## src/rtl/pwm_servo_pkg.sv

```systemverilog
// pwm_servo_pkg: shared defaults for the multi-channel servo PWM generator.
//   DefWidth           - default bit width of period and pulse-width words
//   DefPeriod          - standard servo frame length in ticks (20 ms at 1 MHz)
//   DefWidthMin/Max    - default safe clamp range in ticks
//   DefFailsafePeriods - default frames without commands before failsafe engages
package pwm_servo_pkg;

    localparam int unsigned DefWidth           = 15;
    localparam int unsigned DefPeriod          = 20000;
    localparam int unsigned DefWidthMin        = 900;
    localparam int unsigned DefWidthMax        = 2100;
    localparam int unsigned DefFailsafePeriods = 50;

endpackage

```

## src/rtl/pwm_gen_servo_multi_if.sv

```systemverilog
// pwm_gen_servo_multi_if: command/output bundle of the servo PWM generator.
//   master modport (command side): drives tick, period, widths, clamp bounds,
//     failsafe widths and the data_update strobe; observes the outputs.
//   slave modport (generator): the reverse.
//   pulse_width / failsafe_width: channel k at [k*WIDTH +: WIDTH].
interface pwm_gen_servo_multi_if
    import pwm_servo_pkg::*;
#(
    parameter int unsigned NUM_CH = 8,
    parameter int unsigned WIDTH  = DefWidth
);

    logic                    pwm_tick;
    logic [WIDTH-1:0]        pulse_period;
    logic [NUM_CH*WIDTH-1:0] pulse_width;
    logic [WIDTH-1:0]        width_min;
    logic [WIDTH-1:0]        width_max;
    logic [NUM_CH*WIDTH-1:0] failsafe_width;
    logic                    data_update;
    logic [NUM_CH-1:0]       pwm_out;
    logic                    frame_start;
    logic                    update_applied;
    logic                    failsafe_active;

    modport master (
        output pwm_tick, pulse_period, pulse_width, width_min, width_max,
               failsafe_width, data_update,
        input  pwm_out, frame_start, update_applied, failsafe_active
    );

    modport slave (
        input  pwm_tick, pulse_period, pulse_width, width_min, width_max,
               failsafe_width, data_update,
        output pwm_out, frame_start, update_applied, failsafe_active
    );

endinterface

```

## src/rtl/pwm_servo_channel.sv

```systemverilog
// pwm_servo_channel: one PWM output channel.
//   clk, rst   - clock, synchronous active-high reset
//   load       - capture the clamped width_in into the shadow register
//   width_in   - raw width (normal or failsafe, selected by the top level)
//   width_min  - lower clamp bound
//   width_max  - upper clamp bound (wins when the bounds are inverted)
//   cnt        - shared frame counter (1..period)
//   enable     - low forces the output low (degenerate period)
//   pwm        - registered PWM output
module pwm_servo_channel
    import pwm_servo_pkg::*;
#(
    parameter int unsigned WIDTH = DefWidth
) (
    input  logic             clk,
    input  logic             rst,
    input  logic             load,
    input  logic [WIDTH-1:0] width_in,
    input  logic [WIDTH-1:0] width_min,
    input  logic [WIDTH-1:0] width_max,
    input  logic [WIDTH-1:0] cnt,
    input  logic             enable,
    output logic             pwm
);

    logic [WIDTH-1:0] shadow_q;
    logic [WIDTH-1:0] capped;
    logic [WIDTH-1:0] clamped;

    always_comb begin
        capped  = (width_in > width_max) ? width_max : width_in;
        clamped = capped;
        if (width_min > width_max) begin
            clamped = width_max;
        end else if (capped < width_min) begin
            clamped = width_min;
        end
    end

    // Shadow and counter both update on the load edge, so the compare sees
    // the new width starting with cnt=1 of the next frame.
    always_ff @(posedge clk) begin
        if (rst) begin
            shadow_q <= '0;
            pwm      <= 1'b0;
        end else begin
            if (load) begin
                shadow_q <= clamped;
            end
            pwm <= enable && (shadow_q != '0) && (cnt <= shadow_q);
        end
    end

endmodule

```

## src/rtl/pwm_gen_servo_multi.sv

```systemverilog
// pwm_gen_servo_multi: N-channel servo PWM generator with a shared frame.
//   clk  - system clock
//   rst  - synchronous active-high reset
//   bus  - pwm_gen_servo_multi_if.slave (tick, period, widths, clamp bounds,
//          failsafe widths, data_update in; pwm_out, frame_start,
//          update_applied, failsafe_active out)
// Optional feature macro: PWM_SERVO_FAILSAFE_EN builds the frame watchdog that
// swaps in failsafe_width when commands stop. FAILSAFE_PERIODS must be >= 1.
module pwm_gen_servo_multi
    import pwm_servo_pkg::*;
#(
    parameter int unsigned NUM_CH           = 8,
    parameter int unsigned WIDTH            = DefWidth,
    parameter int unsigned FAILSAFE_PERIODS = DefFailsafePeriods
) (
    input logic                  clk,
    input logic                  rst,
    pwm_gen_servo_multi_if.slave bus
);

    logic [WIDTH-1:0]  cnt_q, cnt_d;
    logic              pending_q, pending_d;
    logic              frame_start_q;
    logic              update_applied_q;
    logic              period_ok;
    logic              boundary;
    logic              load_norm;
    logic              load_fs;
    logic              load_any;
    logic [NUM_CH-1:0] pwm;

    // Period 0 or 1: counter parks at 1, no frames, outputs forced low.
    assign period_ok = bus.pulse_period > WIDTH'(1);
    // >= rather than == so a period lowered below cnt wraps on the next tick.
    assign boundary  = bus.pwm_tick && (cnt_q >= bus.pulse_period);
    // An update on the boundary tick itself loads immediately.
    assign load_norm = boundary && (pending_q || bus.data_update);
    assign load_any  = load_norm || load_fs;

    always_comb begin
        cnt_d = cnt_q;
        if (boundary) begin
            cnt_d = WIDTH'(1);
        end else if (bus.pwm_tick) begin
            cnt_d = cnt_q + WIDTH'(1);
        end

        pending_d = pending_q;
        if (load_norm) begin
            pending_d = 1'b0;
        end else if (bus.data_update) begin
            pending_d = 1'b1;
        end
    end

    always_ff @(posedge clk) begin
        if (rst) begin
            cnt_q            <= WIDTH'(1);
            pending_q        <= 1'b0;
            frame_start_q    <= 1'b0;
            update_applied_q <= 1'b0;
        end else begin
            cnt_q            <= cnt_d;
            pending_q        <= pending_d;
            frame_start_q    <= boundary && period_ok;
            update_applied_q <= load_norm;
        end
    end

    assign bus.frame_start    = frame_start_q;
    assign bus.update_applied = update_applied_q;

`ifdef PWM_SERVO_FAILSAFE_EN
    localparam int unsigned WdW = $clog2(FAILSAFE_PERIODS + 1);

    logic [WdW-1:0] wd_q, wd_d;
    logic           fs_active_q, fs_active_d;
    logic           wd_hit;

    // Saturates at FAILSAFE_PERIODS; while saturated every boundary without a
    // pending command reloads the failsafe widths.
    assign wd_hit  = wd_q >= WdW'(FAILSAFE_PERIODS);
    assign load_fs = boundary && !load_norm && wd_hit;

    always_comb begin
        wd_d = wd_q;
        if (bus.data_update) begin
            wd_d = '0;
        end else if (boundary && period_ok && !wd_hit) begin
            wd_d = wd_q + WdW'(1);
        end

        fs_active_d = fs_active_q;
        if (load_norm) begin
            fs_active_d = 1'b0;
        end else if (load_fs) begin
            fs_active_d = 1'b1;
        end
    end

    always_ff @(posedge clk) begin
        if (rst) begin
            wd_q        <= '0;
            fs_active_q <= 1'b0;
        end else begin
            wd_q        <= wd_d;
            fs_active_q <= fs_active_d;
        end
    end

    assign bus.failsafe_active = fs_active_q;
`else
    logic unused_failsafe;

    assign load_fs             = 1'b0;
    assign bus.failsafe_active = 1'b0;
    assign unused_failsafe     = ^{bus.failsafe_width, (FAILSAFE_PERIODS != 0)};
`endif

    for (genvar k = 0; k < NUM_CH; k++) begin : g_ch
        logic [WIDTH-1:0] width_sel;

        assign width_sel = load_fs ? bus.failsafe_width[k*WIDTH +: WIDTH]
                                   : bus.pulse_width[k*WIDTH +: WIDTH];

        pwm_servo_channel #(
            .WIDTH(WIDTH)
        ) u_ch (
            .clk      (clk),
            .rst      (rst),
            .load     (load_any),
            .width_in (width_sel),
            .width_min(bus.width_min),
            .width_max(bus.width_max),
            .cnt      (cnt_q),
            .enable   (period_ok),
            .pwm      (pwm[k])
        );
    end

    assign bus.pwm_out = pwm;

endmodule

```

## src/flat_wrapper.sv

```systemverilog
// flat-port wrapper written by rule: the top's interface ports become plain ports
module pwm_gen_servo_multi_flat import pwm_servo_pkg::*;
#(
    parameter int unsigned NUM_CH           = 8,
    parameter int unsigned WIDTH            = DefWidth,
    parameter int unsigned FAILSAFE_PERIODS = DefFailsafePeriods
)
  (clk, rst, bus_pwm_tick, bus_pulse_period, bus_pulse_width, bus_width_min, bus_width_max, bus_failsafe_width, bus_data_update, bus_pwm_out, bus_frame_start, bus_update_applied, bus_failsafe_active);
  pwm_gen_servo_multi_if #(.NUM_CH(NUM_CH), .WIDTH(WIDTH)) bus_i ();
  input logic clk;
  input logic rst;
  input wire logic [$bits(bus_i.pwm_tick)-1:0] bus_pwm_tick;
  input wire logic [$bits(bus_i.pulse_period)-1:0] bus_pulse_period;
  input wire logic [$bits(bus_i.pulse_width)-1:0] bus_pulse_width;
  input wire logic [$bits(bus_i.width_min)-1:0] bus_width_min;
  input wire logic [$bits(bus_i.width_max)-1:0] bus_width_max;
  input wire logic [$bits(bus_i.failsafe_width)-1:0] bus_failsafe_width;
  input wire logic [$bits(bus_i.data_update)-1:0] bus_data_update;
  output wire logic [$bits(bus_i.pwm_out)-1:0] bus_pwm_out;
  output wire logic [$bits(bus_i.frame_start)-1:0] bus_frame_start;
  output wire logic [$bits(bus_i.update_applied)-1:0] bus_update_applied;
  output wire logic [$bits(bus_i.failsafe_active)-1:0] bus_failsafe_active;
  assign bus_i.pwm_tick = bus_pwm_tick;
  assign bus_i.pulse_period = bus_pulse_period;
  assign bus_i.pulse_width = bus_pulse_width;
  assign bus_i.width_min = bus_width_min;
  assign bus_i.width_max = bus_width_max;
  assign bus_i.failsafe_width = bus_failsafe_width;
  assign bus_i.data_update = bus_data_update;
  assign bus_pwm_out = bus_i.pwm_out;
  assign bus_frame_start = bus_i.frame_start;
  assign bus_update_applied = bus_i.update_applied;
  assign bus_failsafe_active = bus_i.failsafe_active;
  pwm_gen_servo_multi #(.NUM_CH(NUM_CH), .WIDTH(WIDTH), .FAILSAFE_PERIODS(FAILSAFE_PERIODS)) u_core (.clk(clk), .rst(rst), .bus(bus_i));
endmodule
```

## config.mk

```make
export PLATFORM = sky130hd
export DESIGN_NAME = pwm_gen_servo_multi_flat
export DESIGN_NICKNAME = d
export VERILOG_FILES = /design/src/rtl/pwm_servo_pkg.sv /design/src/rtl/pwm_gen_servo_multi_if.sv /design/src/rtl/pwm_servo_channel.sv /design/src/rtl/pwm_gen_servo_multi.sv /design/src/flat_wrapper.sv
export SDC_FILE = /design/constraint.sdc
export NUM_CORES = 1
export LEC_CHECK = 0
export CORE_AREA = 2 2 199 201
export CTS_CLUSTER_SIZE = 14
export DETAILED_ROUTE_END_ITERATION = 16
export DIE_AREA = 0 0 201 203
export PLACE_DENSITY = 0.82
export SLEW_MARGIN = 25
export SYNTH_ARGS = -nofsm -noshare
export SYNTH_HDL_FRONTEND = slang
export SYNTH_HIERARCHICAL = 1
export SYNTH_SLANG_ARGS = --single-unit
```

## constraint.sdc

```tcl
create_clock -name clk -period 6.41 [get_ports clk]
set_input_delay 1.282 -clock clk [delete_from_list [all_inputs] [get_ports clk]]
set_output_delay 1.282 -clock clk [all_outputs]
set_load 0.02 [all_outputs]
```

==> results.tsv <==
metric	value	unit
diode count	0	
drt drc	0	
Slew @ Worst Pin	1.14	ns
reg2reg start	u_core/cnt_q[0]	
core area	38500	µm²
Critical Path Fanout Max	16	
first-pass GRT wire length	115	mm
Hold Crit Depth	2	
CTS Hold Buffers Added	0	
Yosys cell types	81	
Post-Syn Nets	3405	
VDD IR max	0.000132	V
asr flop ratio synth	0	%
critical path class	in2reg	
Max Slew Vio Count	0	
root buffer cell	clkbuf_16	
H-tree depth	4	
Area Growth Syn to Fin	15.8	%
Final #Nets	3609	
ys flop type	dfxtp_1	
Hold Path Origin	u_core/g_ch[3].u_ch/shadow_q[4]	
Hold Path Class	reg2reg	
cell area after layout	24400	µm²
post-synth top area share	29.0	%
kind of start point of the critical path	input port	
post-synthesis mux area share	5.83	%
via count	21715	
clk buf depth	2	
Routed WL per cell	22.0	µm
Slew headroom	23.6	%
Yosys warning count	6	
Post-Synth Simple-Gate Area	15.2	%
Pwr Total	0.00343	W
Detailed Route Iter0 Violations	2371	
Num CTS Buffers	17	
pwr/cell area	141	nW/µm²
min Tclk post-route	6.15	ns
drt pass-1 iters	6	
max cap viols	0	
Worst-path clk slew	0.07	ns
RSZ-0062 raised after global routing	false	
Starting Density	54.8	%
Routed Antenna Nets	0	
Util after Layout	63.4	%
vias in the first global route	22060	
Post-Layout Cell Count	3363	
register area share after synthesis	13.9	%
Static Leakage	11.7	nW
GRT Resource Usage Total	35.5	%
Critical Path Sink Type	flip-flop	
Final Setup Violations	0	
Final Hold Vio Count	0	
final worst setup slack	0.262	ns
Reg2Reg Setup Slack	1.88	ns
Placed Area	23800	µm²
pin count of the biggest net entering global routing	76	
Core Rows	72	
main area contributors after synthesis	ha_1 (29%), dfxtp_1 (14%), inv_1 (7.5%)	
die area	40800	µm²
Sink Count	146	
antenna violations before repair	0	
die height	203	µm
num ports	300	
post-synthesis cell count	2628	
Inst Count DP	3331	
Yosys reg bits	146	
Req. time, crit path	6.77	ns
buffer count from post-CTS setup fixing	0	
layout cells sized above 1	8.65	%
Clk Latency, worst-skew pair	0.44	ns
DRT Wirelength	74.1	mm
GPL Wtd Cong	0.984	
Port Buffers	178	
via/cell ratio	6.46	
syn_area_per_cell	8.02	µm²
fillers	3208	
cell taking the most area after synthesis	ha_1	
DP Worst Slack	-0.114	ns
synthesized area	21100	µm²
area taken by flip-flops and latches	2920	µm²
CTS tree	done	
fmax	0.163	GHz
crit path DAT	6.50	ns
gr ovfl total	0	
post-CTS sizing	0	
post-synthesis adder-cell area fraction	29.0	%
Compound-Gate Fraction of Synth Area	26.2	%
status	finished, final reports clean	
skew final	0.0119	ns
HPWL Detailed	54.1	mm
Post-synth EDFFs	0	
r2r worst-path depth	12	
xor/xnor share of the synthesized area	0.499	%
main combinational cell family by area after synthesis	adder cells	
fin crit share	95.9	%
worst setup path startpoint	bus_width_max[8]	
die width	201	µm
Multi-input gate area	16200	µm²
[layer usage]
metal,global-route usage (%),part of all wire (%),wire (µm),vias up
li1,-,-,-,10063
met4,23.3,7.4,5480,0
met5,0,0,0,-
met1,43.1,38,28400,10084
met2,56.7,43,32300,1220
met3,7.77,11,8060,348
[registers in the layout, indices dropped and copies added (netlist names)]
signal / count
u_core/bus.frame_start: 1
u_core/g_ch.u_ch/shadow_q: 120
u_core/pending_q: 1
u_core/bus.update_applied: 1
u_core/cnt_q: 15
u_core/g_ch.u_ch/pwm: 8
[worst paths after layout]
kind,end
hold reg to reg,u_core/g_ch[3].u_ch/shadow_q[4]
setup reg to reg,u_core/g_ch[4].u_ch/shadow_q[2]
setup / recovery,u_core/g_ch[4].u_ch/shadow_q[2]
hold / removal,u_core/g_ch[3].u_ch/shadow_q[4]
[final cells by class]
class,instances,share of cell area (%)
clock buffer,18,1.80
clock inverter,14,0.579
inverter,421,6.48
multi-input combinational,1991,66.4
sequential,146,12.0
tap,518,2.66
timing repair buffer,255,10.1
[logic make-up (layout without fill, tap and decap cells)]
group	after synthesis	after routing
adders and majority gates	488	488
xor gates and xnor gates	12	12
AOI/OAI and AO/OA	721	721
muxes	121	121
DFF	146	146
other	1	1
and+or+nand+nor	648	648
buffers and inverters	491	708
[worst max-delay path, cell delays in order]
cell and delay [ns]:
clkdlybuf4s50_1 0.71, buf_4 0.30, buf_4 0.19, inv_1 0.07
ha_1 0.30, nand4_1 0.16, nor2_1 0.15, o31ai_2 0.10
a21oi_4 0.57, mux2i_1 0.35, inv_1 0.08, ha_1 0.19
or3_2 0.44, nor2_1 0.11, mux2i_1 0.14, a2111oi_4 0.89
a222oi_1 0.29, o21ai_1 0.15
[synthesized netlist by cell type, types with 35 or more instances]
cell type  instances
mux2i_1          107
a21o_1            78
nand4_1           87
inv_1            419
o21a_1            54
dfxtp_1          146
nand3_1           39
o21ai_0          140
a21oi_1          149
ha_1             488
clkbuf_1          35
nor4_1            43
a2111oi_2         42
nor2_1           204
nand2_1          155
[placed cells by master, fill, tap and decap left out, drive strengths merged, types with 7 or more instances in the layout]
cell type	instances
buf	81
nor2b	19
dfxtp	146
a2bb2oi	21
o221ai	7
o22ai	18
a211oi	50
o21ai	161
ha	488
o31a	7
nand3	41
nor2	204
nand4	87
a2111oi	74
mux2	14
clkdlybuf4s50	174
nand2	156
mux2i	107
a222oi	11
o31ai	8
xor2	8
and3	24
a21o	78
and2b	7
o21bai	7
and4b	9
nor3	18
clkinv	8
a21oi	154
o21a	54
or3	17
o211ai	10
nor4	46
a221oi	30
nand3b	8
inv	427
clkbuf	18
[per-stage QoR]
stage,hold slack (ns),setup TNS (ns)
after floorplan,0.462,0
after global placement,0.491,-2.38
after detailed placement,0.489,-0.318
after CTS,0.506,0
after global routing,0.524,0
final,0.502,0
[where the power goes]
part | switching (W) | internal [W] | leakage [nW] | total, W
sequential | 0.0000139 | 0.000909 | 1.18 | 0.000923
clock | 0.000468 | 0.000527 | 0.287 | 0.000994
combinational | 0.000876 | 0.000638 | 10.3 | 0.00151
total | 0.00136 | 0.00207 | 11.7 | 0.00343
(Power assumes the default switching activity.)
